File: src/rtl/multicycle_ctrl.sv
// rtl/multicycle_ctrl.sv - multicycle datapath control FSM with MUL stall and illegal-op trap
module multicycle_ctrl (
    input  logic       clk,
    input  logic       rst_n,
    input  logic [5:0] Op,
    input  logic [5:0] func,
    input  logic       mem_ready,
    output logic       PCWrite,
    output logic       PCWriteCond,
    output logic       IorD,
    output logic       IRWrite,
    output logic       MemRead,
    output logic       MemWrite,
    output logic       MemtoReg,
    output logic       RegDst,
    output logic       RegWrite,
    output logic       ALUSrcA,
    output logic [1:0] ALUSrcB,
    output logic [1:0] PCSrc,
    output logic [3:0] ALUOp,
    output logic       shl_sel,
    output logic       shr_sel,
    output logic [2:0] state,
    output logic       illegal
);

    typedef enum logic [2:0] {
        FETCH  = 3'd0,
        DECODE = 3'd1,
        EXEC   = 3'd2,
        MEM    = 3'd3,
        WB     = 3'd4,
        TRAP   = 3'd5
    } stateT;

    localparam logic [5:0] OP_RTYPE = 6'b000000;
    localparam logic [5:0] OP_SPEC2 = 6'b011100;
    localparam logic [5:0] OP_J     = 6'b000010;
    localparam logic [5:0] OP_ADDI  = 6'b001000;
    localparam logic [5:0] OP_LW    = 6'b100011;
    localparam logic [5:0] OP_SW    = 6'b101011;
    localparam logic [5:0] OP_BEQ   = 6'b000100;
    localparam logic [5:0] FN_MUL   = 6'b000010;

    localparam logic [3:0] ALU_ADD = 4'b0000;
    localparam logic [3:0] ALU_SUB = 4'b0001;
    localparam logic [3:0] ALU_MUL = 4'b0010;
    localparam logic [3:0] ALU_AND = 4'b0011;
    localparam logic [3:0] ALU_OR  = 4'b0100;
    localparam logic [3:0] ALU_SLT = 4'b0101;
    localparam logic [3:0] ALU_SLL = 4'b1000;
    localparam logic [3:0] ALU_SRL = 4'b1001;
    localparam logic [3:0] ALU_ROT = 4'b1010;
    localparam logic [3:0] ALU_CLO = 4'b1011;
    localparam logic [3:0] ALU_CLZ = 4'b1100;

    stateT      curState;
    logic [5:0] opLatched;
    logic [5:0] funcLatched;
    logic [1:0] mulCount;
    logic       illegalFlag;

    function automatic logic isSupported(input logic [5:0] opIn, input logic [5:0] fnIn);
        case (opIn)
            OP_RTYPE: isSupported = fnIn inside {6'b100000, 6'b100010, 6'b100100, 6'b100101,
                                                 6'b101010, 6'b000000, 6'b000010};
            OP_SPEC2: isSupported = fnIn inside {6'b100001, 6'b100000, 6'b000010, 6'b000110};
            OP_ADDI, OP_LW, OP_SW, OP_BEQ: isSupported = 1'b1;
            default: isSupported = 1'b0;
        endcase
    endfunction

    always_ff @(posedge clk) begin
        if (!rst_n) begin
            curState    <= FETCH;
            mulCount    <= 2'd0;
            illegalFlag <= 1'b0;
            opLatched   <= 6'd0;
            funcLatched <= 6'd0;
        end else begin
            case (curState)
                FETCH: if (mem_ready) curState <= DECODE;
                DECODE: begin
                    // The IR was written at the end of FETCH, so Op/func are valid here.
                    opLatched   <= Op;
                    funcLatched <= func;
                    if (Op == OP_J) begin
                        curState <= FETCH;
                    end else if (isSupported(Op, func)) begin
                        curState <= EXEC;
                        mulCount <= (Op == OP_SPEC2 && func == FN_MUL) ? 2'd3 : 2'd0;
                    end else begin
                        curState    <= TRAP;
                        illegalFlag <= 1'b1;
                    end
                end
                EXEC: begin
                    if (opLatched == OP_LW || opLatched == OP_SW) curState <= MEM;
                    else if (opLatched == OP_BEQ)                 curState <= FETCH;
                    else if (mulCount != 2'd0)                    mulCount <= mulCount - 2'd1;
                    else                                          curState <= WB;
                end
                MEM:     if (mem_ready) curState <= (opLatched == OP_LW) ? WB : FETCH;
                WB:      curState <= FETCH;
                TRAP:    curState <= TRAP;
                default: curState <= FETCH;
            endcase
        end
    end

    assign state = curState;

    always_comb begin
        PCWrite     = 1'b0;
        PCWriteCond = 1'b0;
        IorD        = 1'b0;
        IRWrite     = 1'b0;
        MemRead     = 1'b0;
        MemWrite    = 1'b0;
        MemtoReg    = 1'b0;
        RegDst      = 1'b0;
        RegWrite    = 1'b0;
        ALUSrcA     = 1'b0;
        ALUSrcB     = 2'b00;
        PCSrc       = 2'b00;
        ALUOp       = ALU_ADD;
        shl_sel     = 1'b0;
        shr_sel     = 1'b0;
        illegal     = 1'b0;
        if (rst_n) begin
            illegal = illegalFlag;
            case (curState)
                FETCH: begin
                    MemRead = 1'b1;
                    ALUSrcB = 2'b01;
                    IRWrite = mem_ready;
                    PCWrite = mem_ready;
                end
                DECODE: begin
                    ALUSrcB = 2'b11;
                    if (Op == OP_J) begin
                        PCWrite = 1'b1;
                        PCSrc   = 2'b10;
                    end
                end
                EXEC: begin
                    case (opLatched)
                        OP_RTYPE: begin
                            ALUSrcA = 1'b1;
                            case (funcLatched)
                                6'b100010: ALUOp = ALU_SUB;
                                6'b100100: ALUOp = ALU_AND;
                                6'b100101: ALUOp = ALU_OR;
                                6'b101010: ALUOp = ALU_SLT;
                                6'b000000: begin ALUOp = ALU_SLL; shl_sel = 1'b1; shr_sel = 1'b1; end
                                6'b000010: begin ALUOp = ALU_SRL; shl_sel = 1'b1; shr_sel = 1'b1; end
                                default:   ALUOp = ALU_ADD;
                            endcase
                        end
                        OP_SPEC2: begin
                            ALUSrcA = 1'b1;
                            case (funcLatched)
                                6'b100001: ALUOp = ALU_CLO;
                                6'b100000: ALUOp = ALU_CLZ;
                                6'b000010: ALUOp = ALU_MUL;
                                6'b000110: ALUOp = ALU_ROT;
                                default:   ALUOp = ALU_ADD;
                            endcase
                        end
                        OP_ADDI, OP_LW, OP_SW: begin
                            ALUSrcA = 1'b1;
                            ALUSrcB = 2'b10;
                        end
                        OP_BEQ: begin
                            ALUSrcA     = 1'b1;
                            ALUOp       = ALU_SUB;
                            PCWriteCond = 1'b1;
                            PCSrc       = 2'b01;
                        end
                        default: ;
                    endcase
                end
                MEM: begin
                    IorD     = 1'b1;
                    MemRead  = (opLatched == OP_LW);
                    MemWrite = (opLatched == OP_SW);
                end
                WB: begin
                    RegWrite = 1'b1;
                    RegDst   = (opLatched == OP_RTYPE || opLatched == OP_SPEC2);
                    MemtoReg = (opLatched == OP_LW);
                end
                default: ;
            endcase
        end
    end

endmodule

File: config.mk
export PLATFORM = sky130hd
export DESIGN_NAME = multicycle_ctrl
export DESIGN_NICKNAME = d
export VERILOG_FILES = /design/src/rtl/multicycle_ctrl.sv
export SDC_FILE = /design/constraint.sdc
export NUM_CORES = 1
export LEC_CHECK = 0
export ABC_AREA = 1
export CORE_MARGIN = 2
export CORE_UTILIZATION = 48
export CTS_CLUSTER_DIAMETER = 200
export DETAILED_ROUTE_END_ITERATION = 16
export PLACE_DENSITY = 0.81
export SLEW_MARGIN = 20
export SYNTH_ARGS = -nofsm -noshare
export SYNTH_HDL_FRONTEND = slang
export SYNTH_SLANG_ARGS = --single-unit
File: constraint.sdc
create_clock -name clk -period 1.6 [get_ports clk]
set_input_delay 0.32 -clock clk [delete_from_list [all_inputs] [get_ports clk]]
set_output_delay 0.32 -clock clk [all_outputs]
set_load 0.02 [all_outputs]
==> summary.md, run 1 <==
Number of sinks driven by the clock tree: 18. For the row count, the log shows 19. The I/O pin count was 39. The wire-length estimate of the detail-placed layout is 3650 um.

The H-tree depth reported by CTS was 1. When the global-route repair_timing finished, the worst setup path ended at ALUOp[0]. The sequential fraction of the synthesis area was 26.1%; the number of buffers on the longest clock path was 2. The number of clock buffers added by TritonCTS is 3. The post-synth design cell area was 1380 um2; the count of different cell masters after synthesis was 29. After the last repair the worst path ends at a primary output.

The tool reported: "[ERROR DPL-0038] Utilization greater than 100%, impossible to legalize". The tools report the failing step as global routing. The post-synthesis sequential element count was 18; the share of synthesized registers carrying an async set or reset was 0%. The biggest area contributor in the post-synthesis netlist is dfxtp_1. The tools report the number of nets produced by synthesis as 246. The synthesized area divided by synthesized cell count was 5.99 um2; the largest net degree at the start of global routing was 17. The pre-CTS setup slack was -0.785 ns. In this run, synthesis inferred 0 flip-flops with an integrated enable.

In this run the tool buffered the top-level ports with 38 buffer cells. In the synthesized netlist the dominant register cell turns out to be dfxtp_1. The tools report the CTS root buffer as clkbuf_4. Synthesis produced 230 cells. Measured along the y axis, the die boundary spans 57.6 um. By area the synthesized netlist is led by dfxtp_1 (26%), nand2_1 (14%), nor2_1 (11%). The starting density of the core was 50.4%. The synthesis warning total came out at 0. For the cell area after placement, the log shows 2300 um2. Of the post-synthesis cell area, the dominant cell type holds 26.1%.

At the end of routability-driven placement, the weighted congestion stood at 0.921. Chip width: 57.6 um. For the instance count after placement with tap cells included, the log shows 355. The run stopped with a tool error.
Yosys cell counts (all sizes together) (2+ instances only):
library cell,instances
nand4,4
buf,4
a22oi,5
inv,38
a21oi,15
nor4,2
o21ai,13
nor3,6
dfxtp,18
nand3,18
a31oi,3
nand2,53
nor2,45
per-stage QoR:
stage | hold slack (ns) | util, %
after CTS | 0.479 | 92.9
after detailed placement | 0.449 | 84.1
after global placement | 0.435 | 84.1
after floorplan | 0.419 | -
cell families after synthesis:
| family | after synthesis | share of synthesized area, % |
|---|---|---|
| compound gates | 39 | 16.7 |
| fa+ha+maj | 1 | 0.907 |
| buf+inv | 42 | 12.3 |
| flops | 18 | 26.1 |
| simple gates | 130 | 43.9 |
what timing repair did:
action / in CTS
resized for setup: 169
pin swaps: 13
hold buffers: 0
buffers inserted: 10
endpoints found under the setup margin: 24
==> run 2, diff against run 1 <==
- CORE_UTILIZATION: 48 -> 35
- CTS_CLUSTER_DIAMETER: 200 -> not set
- PLACE_DENSITY: 0.81 -> not set
- PLACE_DENSITY_LB_ADDON: not set -> 0.15
==> run 2 against run 1 <==
The flow now finishes, with violations (negative setup slack); synthesized cell count is the same; synthesized area did not move.
==> summary.md, run 2 <==
Highest clock frequency the design can meet: 0.521 GHz. The final layout contains 360 nets. The detailed router's first-iteration violation count was 70.

In this run the remaining antenna-violating nets after routing total 0. Total power density per cell area: 715 nW/um2. Max-slew violation total from the final report: 0.

The number of CTS-inserted buffers was 3 (unchanged); the number of antenna violations at the first check in global routing was 0. The instance count after placement with tap cells included is 373 (was 355), and the gate count after technology mapping is 230 (unchanged). Post-detailed-route wirelength per cell: 12.1 um.

Relative to the synthesized area, the layout overhead comes to 102%. The tools report the post-synth design cell area as 1380 um2 (unchanged). The number of synthesized flops with an enable pin was 0 (unchanged); the area share of the leading cell type in the synthesized netlist was 26.1% (unchanged). Worst slew margin relative to its limit: 79.7%. Once layout is complete, the utilization of the core stands at 74.9%. Most area-consuming cells after synthesis: dfxtp_1 (26%), nand2_1 (14%), nor2_1 (11%) (unchanged). Setup repair after global routing could not meet its margin everywhere. The logs give 1.28 ns for the worst path required time and 2 (unchanged) for the number of buffers on the longest clock path. The final critical path time including I/O delays and setup came out at 1.92 ns. The tools report the data arrival at the endpoint of the critical path as 1.60 ns. For this run, design rule violations remaining after detail routing come to 0.

The analysis attributes to cell leakage a power of 1.32 nW. The synthesized area divided by synthesized cell count came out at 5.99 um2 (unchanged). Hold-fix buffer count after cts: 0 (unchanged). The height of the die was 66.8 um (was 57.6 um). Setup violations remaining at the end of the flow were counted as 17.

The tools report the CTS root buffer as clkbuf_8 (was clkbuf_4). In this run the most used layer during global routing was met2. The final antenna diode count was 0. The final reports fail on negative setup slack. The later pin in the worst-skew pair is clocked with a latency of 0.25 ns. Across the run, the number of max-cap violations was 0. The run finished, with violations left. In the layout the commonest cells are buf_4 (70), nand2_1 (38), nor2_1 (25), buf_6 (24), inv_1 (21).

The logs give 2790 um2 for the total non-filler cell area in the finished layout and 1 (unchanged) for the H-tree depth reported by CTS. Global routing used 20.2% of the available tracks. For the residual overflow from global routing, the log shows 0. The global placement routability congestion was 0.898 (was 0.921); the sequential cell area was 380 um2. Post-synthesis sequential element count: 18 (unchanged). Met3 routing resource usage after global routing: 1.69%.

The routed via count came out at 1867. The number of sinks driven by the clock tree came out at 18 (unchanged). The category of the critical setup timing path is reg -> out.

Leaving out fill and tap cells, the most frequent cell in the layout is buf_4. The chip width works out to 66.8 um (was 57.6 um). The post-layout instance count excluding filler cells came out at 391.

The sequential fraction of the synthesis area was 26.1% (unchanged); the multi-input logic area was 1180 um2. The primary flip-flop cell chosen by synthesis mapping is dfxtp_1 (unchanged). Global routing consumed, on the met1 layer, 26.5% of the routing resources. In this run the worst path has a maximum fanout of 2. The critical path launch point type is a flop. The cell area after placement is 2330 um2 (was 2300 um2). For the highest ir drop seen on vdd, the log shows 0.498 mV. Most area-hungry cell type in the Yosys netlist: dfxtp_1 (unchanged). The detailed-routing iteration count for the pre-antenna-repair pass came out at 4. After filler insertion, the fill cell instance count of the layout stands at 278. The run gives 37.1% (was 50.4%) as the starting density of the core.

The estimated wirelength of the detail-placed design came out at 3230 um (was 3650 um). The synthesis warning total is 0 (unchanged), and the port buffer count is 38 (unchanged). TritonCTS built the clock tree.

The run gives 22 (was 19) as the row count. The largest net degree at the start of global routing is 17. Summed over all layers, the routed wires come to 4740 um. For the pin with the worst max-slew slack, the measured transition is 0.302 ns. The die footprint was 4460 um2; the portion of the clock cycle consumed by the worst path in the final layout was 120%. The tools report the number of nets produced by synthesis as 246 (unchanged). The cell with the most instances after synthesis is nand2_1 (unchanged). Most numerous cell types in the synthesized netlist: nand2_1 (51), nor2_1 (40), inv_1 (28) (unchanged). The I/O pin count was 39 (unchanged); the ratio of cells with drive above 1 in the final layout was 56.9%. The tools report the core region area as 3720 um2.

Clock skew on the completed layout was measured at 0.00210 ns. In the routed layout, each cell is associated on average with a via count of 4.77. The fraction of met2 tracks used by global routing is 35.4%, and the smallest setup slack after layout is -0.319 ns. The run gives 1626 as the via count of the first global-routing pass.

The share of synthesized registers carrying an async set or reset is 0% (unchanged). The count of different cell masters after synthesis is 29 (unchanged), and the number of endpoints with negative hold slack in the final report is 0. The path type of the worst min-delay path is reg -> reg.

The clock transition at the registers of the reported paths works out to 0.07 ns. The first global-routing pass estimated 7010 um of wire. STA classifies the critical path endpoint as a primary output.
run 2: cell counts after synthesis:
No cell type changed its count.
run 2: logic make-up after synthesis:
| logic type | share of synthesized area [%] |
|---|---|
| simple gates | 43.9 |
| fa+ha+maj | 0.907 |
| buf+inv | 12.3 |
| compound gates | 16.7 |
| flops | 26.1 |
run 2: path summary, 6_finish.rpt:
check,start,endpoint,slack [ns],depth (start not counted)
setup / recovery,funcLatched[4],ALUOp[0],-0.32,8
hold / removal,illegalFlag,illegalFlag,0.46,2
setup reg to reg,opLatched[0],mulCount[1],0.01,10
hold reg to reg,illegalFlag,illegalFlag,0.46,2
run 2: critical path, stage by stage (launching register included):
cell	delay (ns)
dfxtp_1	0.31
inv_1	0.06
nand2_1	0.09
inv_1	0.08
nand3_1	0.11
nand3b_1	0.23
buf_4	0.18
a31oi_4	0.17
buf_6	0.13
run 2: timing repair:
action | in CTS | in global routing
setup buffers | 11 | 7
pin swaps | 24 | 29
endpoints found under the setup margin | 24 | 26
gates resized for setup | 178 | 46
run 2: per-stage QoR:
step                hold WS [ns]  setup slack [ns]  setup TNS [ns]  total power, mW
floorplan                  0.419           -0.0545         -0.0872            0.971
global placement           0.435            -0.736          -14.38             1.36
detailed placement         0.449            -0.800          -15.09             1.37
CTS                        0.469            -0.271           -2.84             1.88
global route               0.493            -0.423           -4.64             2.11
finish                     0.465            -0.319           -3.00             1.99
run 2: cell type report:
type / count / area share (%)
multi-input cells: 170 / 42.3
flip-flops and latches: 18 / 13.7
inverters: 38 / 5.39
well taps: 48 / 2.16
clock buffers: 4 / 1.98
repair buffers: 113 / 34.5
run 2: metal layers:
| layer | up-vias | routed length (um) |
|---|---|---|
| met5 | - | 0 |
| met4 | 0 | 46 |
| met3 | 4 | 166 |
| met2 | 39 | 2510 |
| met1 | 850 | 2020 |
| li1 | 974 | - |
run 2: power breakdown:
| group | internal [mW] | leakage [nW] | switching (mW) |
|---|---|---|---|
| clock | 0.218 | 0.0288 | 0.144 |
| sequential | 0.521 | 0.153 | 0.0610 |
| combinational | 0.490 | 1.13 | 0.556 |
Note: power is estimated with default switching activity, not from simulation.
==> run 3, diff against run 2 <==
- REMOVE_ABC_BUFFERS: not set -> 1
==> run 3 against run 2 <==
The flow still finishes with violations (negative setup slack); combinational power decreased by 9%; sequential power about the same; wire length increased by 0.99%; critical path type unchanged; core utilization decreased by 2.7 points; largest cell class unchanged.
==> summary.md, run 3 (synthesis results as in run 2) <==
The flow ran to the end, but the final reports show violations. Violated checks: negative setup slack (unchanged). The port buffer count came out at 38 (unchanged).

The logs give 30.4% (was 29.2%) for the power share of the sequential group and 0 (unchanged) for the number of endpoints with negative hold slack in the final report. The run gives 0.511 GHz (was 0.521 GHz) as the highest clock frequency the design can meet. The reg-to-reg endpoint was mulCount[0] (was mulCount[1]). The worst slew margin relative to its limit was 83.2% (was 79.7%); the smallest setup slack after layout was -0.358 ns (was -0.319 ns).

Setup repair after global routing could not meet its margin everywhere. For the row count, the log shows 22 (unchanged). The path type of the worst min-delay path was reg -> reg (unchanged).

The critical path launch point type was a flop (unchanged). The number of buffers on the longest clock path came out at 2 (unchanged). The worst path required time is 1.28 ns (about the same). Chip width: 66.8 um (unchanged). The global placement routability congestion is 0.818 (was 0.898). Commonest cells after routing, fill and taps aside: buf_4 (72), nand2_1 (41), nor2_1 (30), inv_1 (22), buf_6 (22) (was buf_4 (70), nand2_1 (38), nor2_1 (25), buf_6 (24), inv_1 (21)). The final critical path time including I/O delays and setup was 1.96 ns (was 1.92 ns); the proportion of power drawn by the clock network was 19.7% (was 18.2%). For the hold-fix buffer count after cts, the log shows 0 (unchanged). The switching power is 0.716 mW (was 0.761 mW), and the portion of the clock cycle consumed by the worst path in the final layout is 122% (was 120%). The worst-case register-to-register setup slack is -0.01 ns (was 0.01 ns), and the detailed router's first-iteration violation count is 97 (was 70).

For the final antenna diode count, the log shows 0 (unchanged). The count of endpoints failing setup in the final report is 20 (was 17). For the number of sinks driven by the clock tree, the log shows 18 (unchanged). The run gives 39 (unchanged) as the I/O pin count. The tools report the combinational share of power as 49.9% (was 52.6%). The maximum fanout along the worst path is 4 (was 2). The leakage component of the power was 1.27 nW (was 1.32 nW). The logs give 17 (unchanged) for the largest net degree at the start of global routing and 4790 um (was 4740 um) for the post-detailed-routing wire length. The number of CTS-inserted buffers came out at 3 (unchanged).

For the max capacitance violation total, the log shows 0 (unchanged). The final cell utilization of the core is 72.2% (was 74.9%), and the total non-filler cell area in the finished layout is 2680 um2 (was 2790 um2). The area growth from synthesis to final layout was 94.6% (was 102%). For the cell area after placement, the log shows 2230 um2 (was 2330 um2).

The routed via count came out at 1889 (was 1867). The height of the die works out to 66.8 um (unchanged). Clock transition at the registers of the reported paths: 0.07 ns (about the same). The run gives 0 (unchanged) as the residual overflow from global routing. Most common library cell in the layout ignoring fill and taps: buf_4 (unchanged). Start point of the worst min-delay path: illegalFlag (unchanged).

The category of the worst setup path capture point was a primary output (unchanged). For the estimated wirelength of the detail-placed design, the log shows 3110 um (was 3230 um). The launching point of the worst reg2reg path was opLatched[1] (was opLatched[0]). The category of the critical setup timing path was reg -> out (unchanged). The worst setup skew after layout was 0.00801 ns (was 0.00210 ns). The CTS root buffer is clkbuf_8 (unchanged).

The via density per instance came out at 4.84 (was 4.77). The number of nets still failing antenna checks after routing was 0 (unchanged); the slew at the pin closest to its max-slew limit was 0.250 ns (was 0.302 ns). The logs give 1 (unchanged) for the H-tree depth reported by CTS and 359 (was 360) for the final layout net count.

The post-detailed-route wirelength per cell was 12.3 um (was 12.1 um); the ratio of cells with drive above 1 in the final layout was 51.5% (was 56.9%). The die footprint came out at 4460 um2 (unchanged). TritonCTS built the clock tree. The DRC violation count after routing is 0 (unchanged). Worst hold endpoint: illegalFlag (unchanged).

Total negative slack: -3.59 ns (was -3.00 ns). The highest ir drop seen on vdd was 0.438 mV (was 0.498 mV); the total power density per cell area was 712 nW/um2 (was 715 nW/um2). The via count of the first global-routing pass is 1607 (was 1626). The logs give 1.64 ns (was 1.60 ns) for the data arrival at the endpoint of the critical path and 4 (unchanged) for the detailed-routing iteration count for the pre-antenna-repair pass. The fraction of power spent switching nets was 37.5% (was 38.2%); the number of instances on the worst hold path was 2 (unchanged). The later-pin clock latency in the skew report is 0.26 ns (was 0.25 ns). The wire length of the first global-routing pass was 7010 um (unchanged). The number of cells traversed by the worst register-to-register path is 10 (unchanged). The number of antenna violations at the first check in global routing is 0 (unchanged), and the max-slew violation total from the final report is 0 (unchanged). The tools report the internal power component as 1.19 mW (was 1.23 mW). The logs give 20.2% (about the same) for the aggregate global-route resource usage and 3720 um2 (unchanged) for the core region area. Starting density of the core: 37.1% (unchanged).
-- run 3: worst max-delay path, stage by stage, from the launching register on --
cell and delay, ns:
dfxtp_2 0.34, nor2_4 0.15, nand2_2 0.08, nor2_4 0.13, nand3_2 0.12, buf_6 0.16, a31oi_1 0.21, buf_4 0.18
-- run 3: worst max-delay path by stage --
stage | startpoint | endpoint | slack [ns]
2_1_floorplan | state[1] | MemWrite | -0.47
3_3_place_gp | rst_n | PCWrite | -0.79
3_5_place_dp | rst_n | PCWrite | -0.82
4_1_cts | opLatched[1] | ALUOp[3] | -0.24
5_1_grt | opLatched[1] | ALUOp[0] | -0.43
6_report | opLatched[1] | ALUOp[0] | -0.36
-- run 3: power by group through the flow --
stage	Combinational, mW	Clock [mW]	Sequential, mW
finish	0.953	0.377	0.580
global route	1.03	0.404	0.589
CTS	0.828	0.373	0.578
detailed placement	0.740	0	0.572
global placement	0.736	0	0.571
floorplan	0.354	0	0.585
-- run 3: final cells by class --
cell class	instances	area, um2
Multi-Input combinational cell	170	1090
Sequential cell	18	377
Timing Repair Buffer	112	953
Tap cell	48	60.1
Clock buffer	4	55.1
Inverter	38	150
Fill cell	289	1030
-- run 3: timing repair --
item,CTS,global route
buffers inserted,11,8
pin swaps,19,17
resized for setup,170,43
endpoints found under the setup margin,24,27
-- run 3: routing by layer --
| layer | up-vias | wire (um) | global-route usage, % |
|---|---|---|---|
| li1 | 977 | - | - |
| met3 | 6 | 159 | 1.18 |
| met2 | 54 | 2390 | 34.0 |
| met1 | 852 | 2170 | 26.8 |
| met5 | - | 0 | 0 |
| met4 | 0 | 61 | 7.91 |
-- run 3: metrics by stage --
stage,hold slack (ns),setup slack [ns],cells,total power [mW]
2_1_floorplan,0.418,-0.469,226,0.939
3_5_place_dp,0.447,-0.823,370,1.31
4_1_cts,0.465,-0.244,385,1.78
6_report,0.458,-0.358,390,1.91
5_1_grt,0.507,-0.430,390,2.02
3_3_place_gp,0.440,-0.789,370,1.31
==> run 4, diff against run 3 <==
- CORE_UTILIZATION: 35 -> 25
==> run 4 against run 3 <==
The flow still finishes with violations (negative setup slack); die area grew 37%; count of clock-buffer cells in the layout is 1 lower; non-clock buffer count decreased by 4; register-to-register slack better by 0.10 ns; sequential share of layout area shrank 0.26 points; flip-flop and latch count is the same; worst setup slack gained 0.099 ns; fmax is 5.3% higher; sequential power is 1% higher; critical endpoint unchanged; largest cell class unchanged.
==> summary.md, run 4 (synthesis results as in run 2) <==
The detailed router's first-iteration violation count is 31 (was 97). The start point of the worst min-delay path was illegalFlag (unchanged). The global placement routability congestion was 0.842 (was 0.818); the die footprint was 6130 um2 (was 4460 um2). The highest ir drop seen on vdd was 0.262 mV (was 0.438 mV). The H-tree depth reported by CTS came out at 1 (unchanged). The logs give 397 (was 370) for the instance count after placement with tap cells included and 3 (unchanged) for the number of CTS-inserted buffers.

The area growth from synthesis to final layout was 98.9% (was 94.6%); the sequential cell area was 378 um2 (was 377 um2). The category of the worst setup path capture point was a primary output (unchanged). The tools report the CTS root buffer as clkbuf_8 (unchanged). For the number of endpoints with negative hold slack in the final report, the log shows 0 (unchanged). For the later-pin clock latency in the skew report, the log shows 0.25 ns (was 0.26 ns).

The most common library cell in the layout ignoring fill and taps is buf_4 (unchanged). The logs give 0 (unchanged) for the number of antenna violations at the first check in global routing and 355 (was 359) for the final layout net count. The path type of the worst min-delay path is reg -> reg (unchanged). The post-detailed-route wirelength per cell is 10.5 um (was 12.3 um), and the worst slew margin relative to its limit is 83.8% (was 83.2%). The post-detailed-routing wire length is 4290 um (was 4790 um), and the final critical path time including I/O delays and setup is 1.86 ns (was 1.96 ns).

The max capacitance violation total was 0 (unchanged); the multi-input logic area was 1140 um2 (was 1090 um2). The post-layout instance count excluding filler cells is 409 (was 390). The logs give 0 (unchanged) for the DRC violation count after routing and 4 (unchanged) for the detailed-routing iteration count for the pre-antenna-repair pass.

The launching point of the worst reg2reg path is opLatched[1] (unchanged). The tools report the reg-to-reg endpoint as mulCount[0] (unchanged). The number of cells traversed by the worst register-to-register path is 11 (was 10). Start point of the critical path: funcLatched[3] (was opLatched[1]).

The height of the die was 78.3 um (was 66.8 um). Core region area: 5410 um2 (was 3720 um2). Final worst hold slack: 0.462 ns (was 0.458 ns).

The final antenna diode count was 0 (unchanged); the total power density per cell area was 675 nW/um2 (was 712 nW/um2). The run gives 1.85 mW (was 1.91 mW) as the total power of the final layout. The hold-fix buffer count after cts was 0 (unchanged); the worst-case register-to-register setup slack was 0.09 ns (was -0.01 ns). The via count of the first global-routing pass was 1752 (was 1607). The category of the critical setup timing path is reg -> out (unchanged). The fill cell total of the finished layout was 571 (was 289). The leakage component of the power is 1.30 nW (was 1.27 nW). The count of endpoints failing setup in the final report came out at 17 (was 20). The flow ran to the end, but the final reports show violations.

The maximum fanout along the worst path was 3 (was 4). The worst setup skew after layout was 0.00812 ns (was 0.00801 ns). Setup repair after global routing could not meet its margin everywhere. The via density per instance works out to 4.38 (was 4.84). Aggregate global-route resource usage: 14.5% (was 20.2%). The pre-CTS setup slack is -0.819 ns (was -0.823 ns). Number of buffers on the longest clock path: 2 (unchanged). Port buffer count: 38 (unchanged). The chip width is 78.3 um (was 66.8 um). The logs give 39 (unchanged) for the I/O pin count and 1793 (was 1889) for the routed via count.

The max-slew violation total from the final report is 0 (unchanged), and the row count is 27 (was 22). The run gives 1.54 ns (was 1.64 ns) as the data arrival at the endpoint of the critical path. For the number of nets still failing antenna checks after routing, the log shows 0 (unchanged).

The logs give 0.538 GHz (was 0.511 GHz) for the highest clock frequency the design can meet and 1.28 ns (about the same) for the worst path required time. The ratio of cells with drive above 1 in the final layout works out to 53.4% (was 51.5%). The tools report the starting density of the core as 25.5% (was 37.1%).

For the smallest setup slack after layout, the log shows -0.259 ns (was -0.358 ns). The critical path launch point type is a flop (unchanged). The slew at the pin closest to its max-slew limit works out to 0.243 ns (was 0.250 ns). The clock transition at the registers of the reported paths is 0.07 ns (about the same). TritonCTS built the clock tree.

Worst setup path endpoint: ALUOp[0] (unchanged). Commonest cells after routing, fill and taps aside: buf_4 (67), nand2_1 (37), nor2_1 (26), inv_1 (22), buf_6 (21) (was buf_4 (72), nand2_1 (41), nor2_1 (30), inv_1 (22), buf_6 (22)). The portion of the clock cycle consumed by the worst path in the final layout was 116% (was 122%); the number of sinks driven by the clock tree was 18 (unchanged). Estimated wirelength of the detail-placed design: 3290 um (was 3110 um).

Total negative slack: -2.74 ns (was -3.59 ns). The wire length of the first global-routing pass was 7350 um (was 7010 um); the residual overflow from global routing was 0 (unchanged). The tools report the largest net degree at the start of global routing as 17 (unchanged).

Violated checks: negative setup slack (unchanged).
==> run 4: cell count changes in the layout (fill, tap and decap cells not counted), moves of 4 or more <==
cell,change
buf_4,-5
clkdlybuf4s50_1,-5
dlymetal6s2s_1,+5
nand2_1,-4
nand2_4,+4
nor2_1,-4
nor2_2,+4
==> run 4: metal layers <==
layer / GRT usage, % / part of all wire, % / vias to the layer above
met4: 5.26 / 1.5 / 0
met5: 0 / 0 / -
met1: 18.8 / 47 / 797
li1: - / - / 961
met2: 24.9 / 48 / 31
met3: 1.49 / 3.0 / 4
==> run 4: through the flow <==
stage / area, um2 / util (%)
6_report: 2740 / 50.7
5_1_grt: 2740 / 50.7
4_1_cts: 2550 / 47.1
3_5_place_dp: 2290 / 42.4
3_3_place_gp: 2290 / 42.4
2_1_floorplan: 1350 / -
==> run 4: worst max-delay path: stages, from the launching register on <==
cell	delay [ns]
dfxtp_4	0.36
nor2_4	0.14
nand2_4	0.08
nor3_4	0.19
nand2_1	0.08
nand3_2	0.06
nand2_1	0.05
a31oi_1	0.17
buf_4	0.17
==> run 4: layout make-up <==
type,instances,share of cell area (%)
multi-input combinational,170,41.7
timing repair buffer,108,34.3
tap,72,3.28
inverter,38,5.47
sequential,18,13.8
clock buffer,3,1.51
==> run 4: report_power, final <==
group | internal [mW] | switching, mW
logic | 0.457 | 0.492
clock network | 0.167 | 0.147
registers | 0.523 | 0.0641
==> run 4: what timing repair did <==
item	in CTS	in global routing
gates resized for setup	177	52
pin swaps	20	24
setup buffers	7	5
setup endpoints to repair	24	27
hold endpoints to repair	0	0
==> run 4: worst min-delay path by stage <==
| stage | end | slack, ns | depth (start not counted) |
|---|---|---|---|
| 5_1_grt | mulCount[0] | 0.49 | 4 |
| 4_1_cts | illegalFlag | 0.47 | 2 |
| 3_5_place_dp | illegalFlag | 0.45 | 2 |
| 3_3_place_gp | illegalFlag | 0.44 | 2 |
| 2_1_floorplan | state[1] | 0.42 | 2 |
| 6_report | illegalFlag | 0.46 | 2 |
